--- src/rtl/phase_pkg.sv ---
// Shared types and helpers for the intersection phase scheduler.
// Latency: n/a (types, constants and a pure function only).
// Backpressure: n/a.
package phase_pkg;

  typedef enum logic [1:0] {
    IDLE   = 2'd0,
    GREEN  = 2'd1,
    YELLOW = 2'd2,
    ALLRED = 2'd3
  } state_t;

  // Direction indices, matching bit positions of req/grant/lamp buses.
  localparam int DIR_N = 0;
  localparam int DIR_S = 1;
  localparam int DIR_E = 2;
  localparam int DIR_W = 3;

  typedef struct packed {
    logic [3:0] green;
    logic [3:0] yellow;
    logic [3:0] red;
  } lamp_t;

  // Maps a phase plus the owning direction to per-direction lamps.
  // Every direction ends up with exactly one lamp lit.
  function automatic lamp_t lamp_triple(input state_t s, input logic [3:0] g);
    lamp_t l;
    l.green  = 4'b0000;
    l.yellow = 4'b0000;
    l.red    = 4'b1111;
    case (s)
      GREEN: begin
        l.green = g;
        l.red   = ~g;
      end
      YELLOW: begin
        l.yellow = g;
        l.red    = ~g;
      end
      default: ;
    endcase
    return l;
  endfunction

endpackage

--- src/rtl/phase_scheduler_if.sv ---
// Signal bundle between tick source/request inputs and the lamp drivers.
// Latency: n/a (wires only).
// Backpressure: none; tick is a plain enable, req are level requests.
// Signals: tick, req[3:0] in; lamp_green/yellow/red[3:0], grant[3:0],
// remaining[CNT_W-1:0], busy out. With PHASE_PREEMPT_EN defined the
// bundle also carries preempt and preempt_dir[1:0].
interface phase_scheduler_if #(
  parameter int CNT_W = 8
);
  logic             tick;
  logic [3:0]       req;
  logic [3:0]       lamp_green;
  logic [3:0]       lamp_yellow;
  logic [3:0]       lamp_red;
  logic [3:0]       grant;
  logic [CNT_W-1:0] remaining;
  logic             busy;
`ifdef PHASE_PREEMPT_EN
  logic             preempt;
  logic [1:0]       preempt_dir;

  modport master (output tick, req, preempt, preempt_dir,
                  input  lamp_green, lamp_yellow, lamp_red, grant, remaining, busy);
  modport slave  (input  tick, req, preempt, preempt_dir,
                  output lamp_green, lamp_yellow, lamp_red, grant, remaining, busy);
`else
  modport master (output tick, req,
                  input  lamp_green, lamp_yellow, lamp_red, grant, remaining, busy);
  modport slave  (input  tick, req,
                  output lamp_green, lamp_yellow, lamp_red, grant, remaining, busy);
`endif
endinterface

--- src/rtl/phase_scheduler_rr_arbiter4.sv ---
// 4-way round-robin pick: first eligible bit at or above ptr, wrapping 3->0.
// Latency: combinational.
// Backpressure: none; the caller decides whether to act on the pick.
// Ports: eligible_i[3:0], ptr_i[1:0] in; win_o[3:0] one-hot, idx_o[1:0], vld_o out.
module rr_arbiter4 (
  input  logic [3:0] eligible_i,
  input  logic [1:0] ptr_i,
  output logic [3:0] win_o,
  output logic [1:0] idx_o,
  output logic       vld_o
);

  logic [1:0] k;

  always_comb begin
    win_o = 4'b0000;
    idx_o = ptr_i;
    vld_o = 1'b0;
    k     = 2'd0;
    for (int i = 0; i < 4; i++) begin
      k = ptr_i + 2'(i);  // 2-bit add wraps W back to N
      if (!vld_o && eligible_i[k]) begin
        vld_o    = 1'b1;
        idx_o    = k;
        win_o[k] = 1'b1;
      end
    end
  end

endmodule

--- src/rtl/phase_scheduler.sv ---
// Demand-driven GREEN/YELLOW/ALLRED sequencer for a 4-approach intersection.
// Latency: IDLE->GREEN one clk after a request; phase timing counts ticks only.
// Backpressure: none; requests are latched in pending until served.
// Ports: clk, rst_n (async active-low); bus (slave modport) carries tick, req,
// lamps, grant, remaining, busy. All outputs are registered.
// Optional: PHASE_PREEMPT_EN adds preempt/preempt_dir emergency override.
module phase_scheduler
  import phase_pkg::*;
#(
  parameter int CNT_W        = 8,
  parameter int GREEN_TICKS  = 20,
  parameter int YELLOW_TICKS = 4,
  parameter int ALLRED_TICKS = 2
) (
  input  logic              clk,
  input  logic              rst_n,
  phase_scheduler_if.slave  bus
);

  localparam logic [CNT_W-1:0] G_LOAD = CNT_W'(GREEN_TICKS - 1);
  localparam logic [CNT_W-1:0] Y_LOAD = CNT_W'(YELLOW_TICKS - 1);
  localparam logic [CNT_W-1:0] A_LOAD = CNT_W'(ALLRED_TICKS - 1);

  state_t           state_q, state_d;
  logic [3:0]       grant_q, grant_d;
  logic [3:0]       pending_q, pending_d;
  logic [1:0]       ptr_q, ptr_d;
  logic [CNT_W-1:0] cnt_q, cnt_d;
  lamp_t            lamp_q, lamp_d;
  logic             busy_q, busy_d;

  logic [3:0] eligible;
  logic [3:0] arb_win;
  logic [1:0] arb_idx;
  logic       arb_vld;
  logic       enter_green;

`ifdef PHASE_PREEMPT_EN
  logic [3:0] pre_oh;
  assign pre_oh = 4'b0001 << bus.preempt_dir;
`endif

  assign eligible = pending_q | bus.req;

  rr_arbiter4 u_arb (
    .eligible_i (eligible),
    .ptr_i      (ptr_q),
    .win_o      (arb_win),
    .idx_o      (arb_idx),
    .vld_o      (arb_vld)
  );

  // State register
  always_ff @(posedge clk or negedge rst_n) begin
    if (!rst_n) begin
      state_q   <= IDLE;
      grant_q   <= 4'b0000;
      pending_q <= 4'b0000;
      ptr_q     <= 2'(DIR_N);
      cnt_q     <= '0;
      lamp_q    <= '{green: 4'b0000, yellow: 4'b0000, red: 4'b1111};
      busy_q    <= 1'b0;
    end else begin
      state_q   <= state_d;
      grant_q   <= grant_d;
      pending_q <= pending_d;
      ptr_q     <= ptr_d;
      cnt_q     <= cnt_d;
      lamp_q    <= lamp_d;
      busy_q    <= busy_d;
    end
  end

  // Next-state logic
  always_comb begin
    state_d = state_q;
    grant_d = grant_q;
    ptr_d   = ptr_q;
    cnt_d   = cnt_q;
    case (state_q)
      IDLE: begin
        // No tick needed to leave IDLE; a coincident tick is not counted.
        if (arb_vld) begin
          state_d = GREEN;
          grant_d = arb_win;
          cnt_d   = G_LOAD;
          ptr_d   = arb_idx + 2'd1;
        end
      end
      GREEN: begin
`ifdef PHASE_PREEMPT_EN
        if (bus.preempt) begin
          // Preempted direction already green: hold with counter frozen.
          if (grant_q != pre_oh && bus.tick) begin
            state_d = YELLOW;
            cnt_d   = Y_LOAD;
          end
        end else
`endif
        if (bus.tick) begin
          if (cnt_q != '0) begin
            cnt_d = cnt_q - CNT_W'(1);
          end else if ((eligible & ~grant_q) != 4'b0000) begin
            state_d = YELLOW;
            cnt_d   = Y_LOAD;
          end
          // else rest on green at zero and re-evaluate next tick
        end
      end
      YELLOW: begin
        if (bus.tick) begin
          if (cnt_q != '0) begin
            cnt_d = cnt_q - CNT_W'(1);
          end else begin
            state_d = ALLRED;
            grant_d = 4'b0000;
            cnt_d   = A_LOAD;
          end
        end
      end
      ALLRED: begin
        if (bus.tick) begin
          if (cnt_q != '0) begin
            cnt_d = cnt_q - CNT_W'(1);
          end
`ifdef PHASE_PREEMPT_EN
          else if (bus.preempt) begin
            // Override grant leaves the round-robin pointer untouched.
            state_d = GREEN;
            grant_d = pre_oh;
            cnt_d   = G_LOAD;
          end
`endif
          else if (arb_vld) begin
            state_d = GREEN;
            grant_d = arb_win;
            cnt_d   = G_LOAD;
            ptr_d   = arb_idx + 2'd1;
          end else begin
            state_d = IDLE;
            cnt_d   = '0;
          end
        end
      end
      default: begin
        state_d = IDLE;
        grant_d = 4'b0000;
        cnt_d   = '0;
      end
    endcase

    // Granted bit is cleared on GREEN entry; the clear beats a same-clk req.
    enter_green = (state_d == GREEN) && (state_q != GREEN);
    pending_d   = (pending_q | bus.req) & ~(enter_green ? grant_d : 4'b0000);
  end

  // Output logic: registered from next state so outputs align with state_q.
  always_comb begin
    lamp_d = lamp_triple(state_d, grant_d);
    busy_d = (state_d != IDLE);
  end

  assign bus.lamp_green  = lamp_q.green;
  assign bus.lamp_yellow = lamp_q.yellow;
  assign bus.lamp_red    = lamp_q.red;
  assign bus.grant       = grant_q;
  assign bus.remaining   = cnt_q;
  assign bus.busy        = busy_q;

endmodule

--- src/flat_wrapper.sv ---
// flat-port wrapper written by rule: the top's interface ports become plain ports
module phase_scheduler_flat import phase_pkg::*;
#(
  parameter int CNT_W        = 8,
  parameter int GREEN_TICKS  = 20,
  parameter int YELLOW_TICKS = 4,
  parameter int ALLRED_TICKS = 2
)
  (clk, rst_n, bus_tick, bus_req, bus_lamp_green, bus_lamp_yellow, bus_lamp_red, bus_grant, bus_remaining, bus_busy);
  phase_scheduler_if #(.CNT_W(CNT_W)) bus_i ();
  input  logic clk;
  input  logic rst_n;
  input wire logic [$bits(bus_i.tick)-1:0] bus_tick;
  input wire logic [$bits(bus_i.req)-1:0] bus_req;
  output wire logic [$bits(bus_i.lamp_green)-1:0] bus_lamp_green;
  output wire logic [$bits(bus_i.lamp_yellow)-1:0] bus_lamp_yellow;
  output wire logic [$bits(bus_i.lamp_red)-1:0] bus_lamp_red;
  output wire logic [$bits(bus_i.grant)-1:0] bus_grant;
  output wire logic [$bits(bus_i.remaining)-1:0] bus_remaining;
  output wire logic [$bits(bus_i.busy)-1:0] bus_busy;
  assign bus_i.tick = bus_tick;
  assign bus_i.req = bus_req;
  assign bus_lamp_green = bus_i.lamp_green;
  assign bus_lamp_yellow = bus_i.lamp_yellow;
  assign bus_lamp_red = bus_i.lamp_red;
  assign bus_grant = bus_i.grant;
  assign bus_remaining = bus_i.remaining;
  assign bus_busy = bus_i.busy;
  phase_scheduler #(.CNT_W(CNT_W), .GREEN_TICKS(GREEN_TICKS), .YELLOW_TICKS(YELLOW_TICKS), .ALLRED_TICKS(ALLRED_TICKS)) u_core (.clk(clk), .rst_n(rst_n), .bus(bus_i));
endmodule
--- config.mk ---
export PLATFORM = sky130hd
export DESIGN_NAME = phase_scheduler_flat
export DESIGN_NICKNAME = d
export VERILOG_FILES = /design/src/rtl/phase_pkg.sv /design/src/rtl/phase_scheduler_if.sv /design/src/rtl/phase_scheduler_rr_arbiter4.sv /design/src/rtl/phase_scheduler.sv /design/src/flat_wrapper.sv
export SDC_FILE = /design/constraint.sdc
export NUM_CORES = 1
export LEC_CHECK = 0
export CORE_MARGIN = 5
export CORE_UTILIZATION = 25
export DETAILED_ROUTE_END_ITERATION = 12
export PLACE_DENSITY = 0.49
export SLEW_MARGIN = 15
export SYNTH_ARGS = -nofsm -noshare
export SYNTH_HDL_FRONTEND = slang
export SYNTH_SLANG_ARGS = --single-unit
--- constraint.sdc ---
create_clock -name clk -period 3 [get_ports clk]
set_input_delay 0.3 -clock clk [delete_from_list [all_inputs] [get_ports clk]]
set_output_delay 0.3 -clock clk [all_outputs]
set_load 0.02 [all_outputs]
[Yosys cells after proc, flatten, opt, wreduce, memory -nomap -nowiden]
Index checks and enable logic that the tools add are counted.
Word-level totals
  logic and storage cells: 123
  input port bits: 7
  bits in registers: 33
  output and inout bits: 25
Operators by class
  add/sub/neg operators: 5
  equality and inequality tests: 12
  magnitude comparators: 8
  reductions and logical operators: 19
  multiplexer cells: 61
  bitwise logic cells: 9
Operators by type and width (number)
  $mux 8: 8
  $mux 4: 13
  $pmux 8 s4: 1
  $mux 2: 14
  $or 4x4->4: 4
  $mux 1: 13
  $lt 2x3->1 const B: 4
  $not 4->4: 3
  $pmux 4 s3: 1
  $and 4x4->4: 2
  $bmux 1 s2: 4
  $demux 1 s2: 4
  $ge 2x1->1 const B: 4
  $logic_and 1x1->1: 8
  $ne 2x2->1 const B: 4
  $pmux 2 s4: 1
  $reduce_bool 8->1: 1
  $sub 8x1->8 const B: 1
  $eq 2x2->1 const B: 3
  $mux 5: 1
  $reduce_and 5->1: 1
  $add 2x1->2 const B: 2
  $add 2x2->2 const B: 2
  $eq 2x1->1 const B: 2
  other kinds (9): 13

[Logic depth before layout (Yosys ltp)]
  word-level depth: 22
  depth in mapped cells: 11
  mapped depth without buffers: 10

[Hierarchy]
From an unflattened synthesis, not the netlist that was laid out.
Second synthesis, totals
  cell total of the unflattened synthesis: 243
  area, all modules: 2292.2 um^2
Modules (own cells, without submodules)
  phase_scheduler: seq. area each 830.8 um^2, area an instance 1865.5 um^2, cells each 188, times used 1
  rr_arbiter4: seq. area each 0.0 um^2, area an instance 426.7 um^2, cells each 55, times used 1

[Worst setup path after synthesis]
No wires, ideal clock.
  path type: reg2reg
  from: register u_core.cnt_q[3], in the netlist u_core.bus.remaining[3]
  to: register u_core.pending_q[0]
  setup slack: 0.081 ns
  stages on the path, launching flop included: 11
  data required time: 2.906 ns
  clock period less this slack: 2.919 ns
  library setup time: 0.094 ns
  path buffers: 1
  data arrival time: 2.825 ns
  path through: dfrtp_1 > or4_4 > nor4b_4 > buf_4 > and2_1 > nand2_1 > nor3_1 > a21oi_1 > ha_1 > and2b_1 > a221oi_2
Between the ends
  word-level cells in the longest chain between the ends: 9
  elaborated cells on any way between the ends: 18
  classes of those cells: eq/ne (1); mux (13); bitwise (2); reduce/logical (2)
Ends and longest elaborated chain
  start: declaration: RTL line phase_scheduler.sv:28  | logic [CNT_W-1:0] cnt_q, cnt_d;
  start signal: assignment: RTL line phase_scheduler.sv:68  | cnt_q <= cnt_d;
  $reduce_bool 8->1 *: RTL line phase_scheduler.sv:101, phase_scheduler.sv:112, phase_scheduler.sv:123
  $mux 2, on equally long branches: RTL line phase_scheduler.sv:123, phase_scheduler.sv:101, phase_scheduler.sv:112
  $mux 2, on equally long branches: RTL line phase_scheduler.sv:122, phase_scheduler.sv:100, phase_scheduler.sv:111
  $pmux 2 s4: RTL line phase_scheduler.sv:80  | case (state_q)
  $eq 2x1->1: RTL line phase_scheduler.sv:153  | enter_green = (state_d == GREEN) && (state_q != GREEN);
  $logic_and 1x1->1: RTL line phase_scheduler.sv:153
  $mux 4 *: RTL line phase_scheduler.sv:154  | pending_d = (pending_q | bus.req) & ~(enter_green ? grant_d : 4'b0000);
  $not 4->4 *: RTL line phase_scheduler.sv:154
  $and 4x4->4 *: RTL line phase_scheduler.sv:154
  named net u_core.pending_d[0]: RTL line phase_scheduler.sv:26  | logic [3:0] pending_q, pending_d;
  end signal: assignment: RTL line phase_scheduler.sv:66  | pending_q <= pending_d;
  end: declaration: RTL line phase_scheduler.sv:26
Mark *: on every way through the listed nets, which the timed path passes. The rest lies on a longest branch.
A chain may end at the register's enable or synchronous reset.

[Worst setup path after layout]
  from: register u_core.cnt_q[3], in the netlist u_core.bus.remaining[3]
  to: register u_core.pending_q[1]
The elaborated chain is that of the path after synthesis.

==> flow_summary_export.csv <==
group,metric,value,unit
status,status,"completed",
critical_path,slowest_stage,"or4_4",
critical_path,arrival,2.96,ns
logic_synthesis,syn_area,2490,um2
critical_path,crit_path_start_kind,"flop",
floorplanning,num_rows,36,
critical_path,cp.buffers_inverters,0,
floorplanning,start_util,0.256,
detailed_routing,viasPerCell,4.94,
place,place_hpwl,4.80,mm
critical_path,crit_fanout,6,
detailed_routing,routedWlPerCell,14.8,um
clock_tree,clk_pin_slew,0.08,ns
clock_tree,clk_latency,0.29,ns
critical_path,slowest_delay,0.57,ns
detailed_routing,dr.pass1.iters,4,
global_route,antenna_found_initial,0,
timing,timing.final.crit_share,0.919,
logic_synthesis,async_flop_share,1.00,
critical_path,cp_top_family,"simple AND/OR/NAND/NOR gates",
cells_and_area,diodes,0,
logic_synthesis,synth_warnings,0,
clock_tree,cts_sinks,33,
timing,hold_violations,0,
floorplanning,core_area,9730,um2
detailed_routing,antenna_left,0,
timing,slew_headroom,0.433,
min_path,min_path_type,"input pin to async pin",
timing,fin_crit,2.76,ns
clock_tree,root_buffer,"clkbuf_8",
timing,setup_viol,0,
logic_synthesis,ys.flop_type,"dfrtp_1",
power,power_leakage,0.00120,uW
floorplanning,die_w,110,um
detailed_routing,drtIter0Drc,113,
timing,fmax,0.363,GHz
place,port_buffers,31,
timing,drv_slew,0,
cells_and_area,finish.utilization,0.317,
job,max_cap_viol_count,0,
global_route,gr-total-overflow,0,
timing,setup_tns,0,ns
timing,rsz0062_at_grt,"no",
cells_and_area,syn_to_final_growth,24.1,%
floorplanning,fp.dieH,110,um
critical_path,end_kind,"flop",
logic_synthesis,ys_seq_area_frac,0.334,
timing,worstMarginPinSlew,0.839,ns
timing,clock_skew,0.00626,ns
logic_synthesis,synth.ff_latch_count,33,
clock_tree,cts_tree,"done",
critical_path,worstPathCellList,"or4_4 > nor4b_4 > and2_1 > nand2_1 > nor3_2 > a21oi_1 > ha_2 > and2b_1 > a221oi_2",
detailed_routing,drcViolationCount,0,
cells_and_area,drive_above_1_share,0.218,
cells_and_area,fin_nets,317,
clock_tree,htreeDepth,2,
global_route,grt_pass1_wl,10.7,mm
floorplanning,num_io_pins,32,
global_route,track_usage,0.112,
detailed_routing,num_vias,2130,
logic_synthesis,syn_inst,255,
clock_tree,cts_buffer_depth,2,
critical_path,path_class,"flop to flop",
place,gp_congestion,0.865,
global_route,grt_pass1_vias,2164,
power,vdd_ir_drop_max,0.387,mV
global_route,grt_max_degree,34,
logic_synthesis,synth_fp_nets,275,
detailed_routing,wirelength,6.39,mm
clock_tree,cts_setup_buffers,0,
logic_synthesis,synth_cell_type_count,67,
clock_tree,cts_buffers,5,
logic_synthesis,synth_edf_count,0,
floorplanning,die-area,12000,um2
power,powerDensity,894,nW/um2
logic_synthesis,syn_avg_cell_area,9.76,um2
critical_path,cp.required,3.20,ns
## worst paths after layout
kind	end	cells past startpoint	startpoint	slack, ns
min in group clk	u_core.pending_q[1]	1	u_core.bus.grant[1]	0.56
min	u_core.bus.busy	2	rst_n	0.42
min reg2reg	u_core.pending_q[1]	1	u_core.bus.grant[1]	0.56
max	u_core.pending_q[1]	9	u_core.bus.remaining[3]	0.24
max reg2reg	u_core.pending_q[1]	9	u_core.bus.remaining[3]	0.24
max in group asynchronous	u_core.bus.lamp_red[1]	2	rst_n	2.24
## sequential cells by signal, summed over array words and instances (netlist names)
register / cells
u_core.bus.lamp_yellow: 4
u_core.bus.busy: 1
u_core.bus.grant: 4
u_core.state_q: 2
u_core.bus.remaining: 8
u_core.bus.lamp_red: 4
u_core.ptr_q: 2
u_core.pending_q: 4
u_core.bus.lamp_green: 4
## what timing repair did
| item | CTS | global route |
|---|---|---|
| resized for setup | 0 | 2 |
| endpoints found under the setup margin | 0 | 4 |
| hold buffers | 0 | 0 |
## layout by cell type, fill, tap and decap left out, types with 3 or more instances in the layout
cell type	count
o21bai_1	5
xor2_1	6
or4_4	3
a31oi_1	3
a221oi_2	4
buf_4	18
dfstp_2	4
o22ai_1	3
nor4_1	3
nand4_1	5
nor3_1	9
a21boi_1	3
and2_1	9
clkbuf_8	5
a21oi_1	7
o31ai_2	4
clkdlybuf4s50_1	31
o41ai_1	5
o211ai_1	3
o21ai_0	6
nor3_2	3
nor2_1	27
nand3_1	5
ha_1	12
nor4b_2	4
nand2_1	18
dfrtp_1	29
inv_1	9
a211o_1	3
## layout make-up
cell class,count,area [um2]
Tap cell,133,166
Inverter,10,37.5
Clock inverter,3,17.5
Clock buffer,5,68.8
Timing Repair Buffer,49,445
Fill cell,1050,6640
Sequential cell,33,831
Multi-Input combinational cell,198,1520
## worst register-to-register path: cells and delay by family, from the launching register on
kind / cells / cell delay (ns)
AOI/OAI and AO/OA: 2 / 0.38
and+or+nand+nor: 6 / 1.64
DFF: 1 / 0.42
adders and majority gates: 1 / 0.25
## cells in the mapped netlist (all sizes together) (5+ instances only)
library cell	n	area share
nand3	5	0.010
ha	13	0.065
a21oi	8	0.018
nand4	5	0.013
nand2	18	0.027
nor4b	6	0.037
nor3	12	0.028
o41ai	5	0.018
dfrtp	29	0.29
o21bai	5	0.015
and2	9	0.023
inv	10	0.015
nor2	27	0.041
o31ai	5	0.023
o21ai	6	0.012
buf	10	0.037
xor2	6	0.021
## cells by family (layout without fill, tap and decap cells)
| group | count (synthesis) | in the layout | share of synthesized area |
|---|---|---|---|
| AO/OA/AOI/OAI | 67 | 67 | 0.226 |
| buffers and inverters | 24 | 67 | 0.0578 |
| adder cells (fa/ha/maj) | 13 | 13 | 0.0654 |
| multiplexers | 4 | 4 | 0.0287 |
| AND/OR/NAND/NOR | 107 | 107 | 0.264 |
| XOR/XNOR | 7 | 7 | 0.0246 |
| flip-flops | 33 | 33 | 0.334 |
## routing by layer
layer | global-route usage | share of wire | vias to the layer above
met4 | 0.0454 | 0.019 | 0
met3 | 0.0217 | 0.042 | 10
met5 | 0 | 0 | -
met2 | 0.176 | 0.47 | 52
met1 | 0.151 | 0.47 | 1023
li1 | - | - | 1045
## report_power, final
group          leakage [uW]  switching (uW)  internal (uW)
logic              0.000757             878            729
clock network     0.0000439             176            160
registers          0.000395             206            613
total               0.00120            1260           1500
## per-stage QoR
stage	hold WS (ns)	setup WS, ns	cells	cell area [um2]	total power [uW]
global route	0.451	0.0351	431	3090	2990
global placement	0.540	0.170	423	2990	2450
detailed placement	0.549	0.141	423	2990	2440
finish	0.417	0.242	431	3090	2760
floorplan	0.00441	0.0806	255	2490	1900
CTS	0.433	0.136	431	3080	2790
Power figures use the tool's default switching activity.
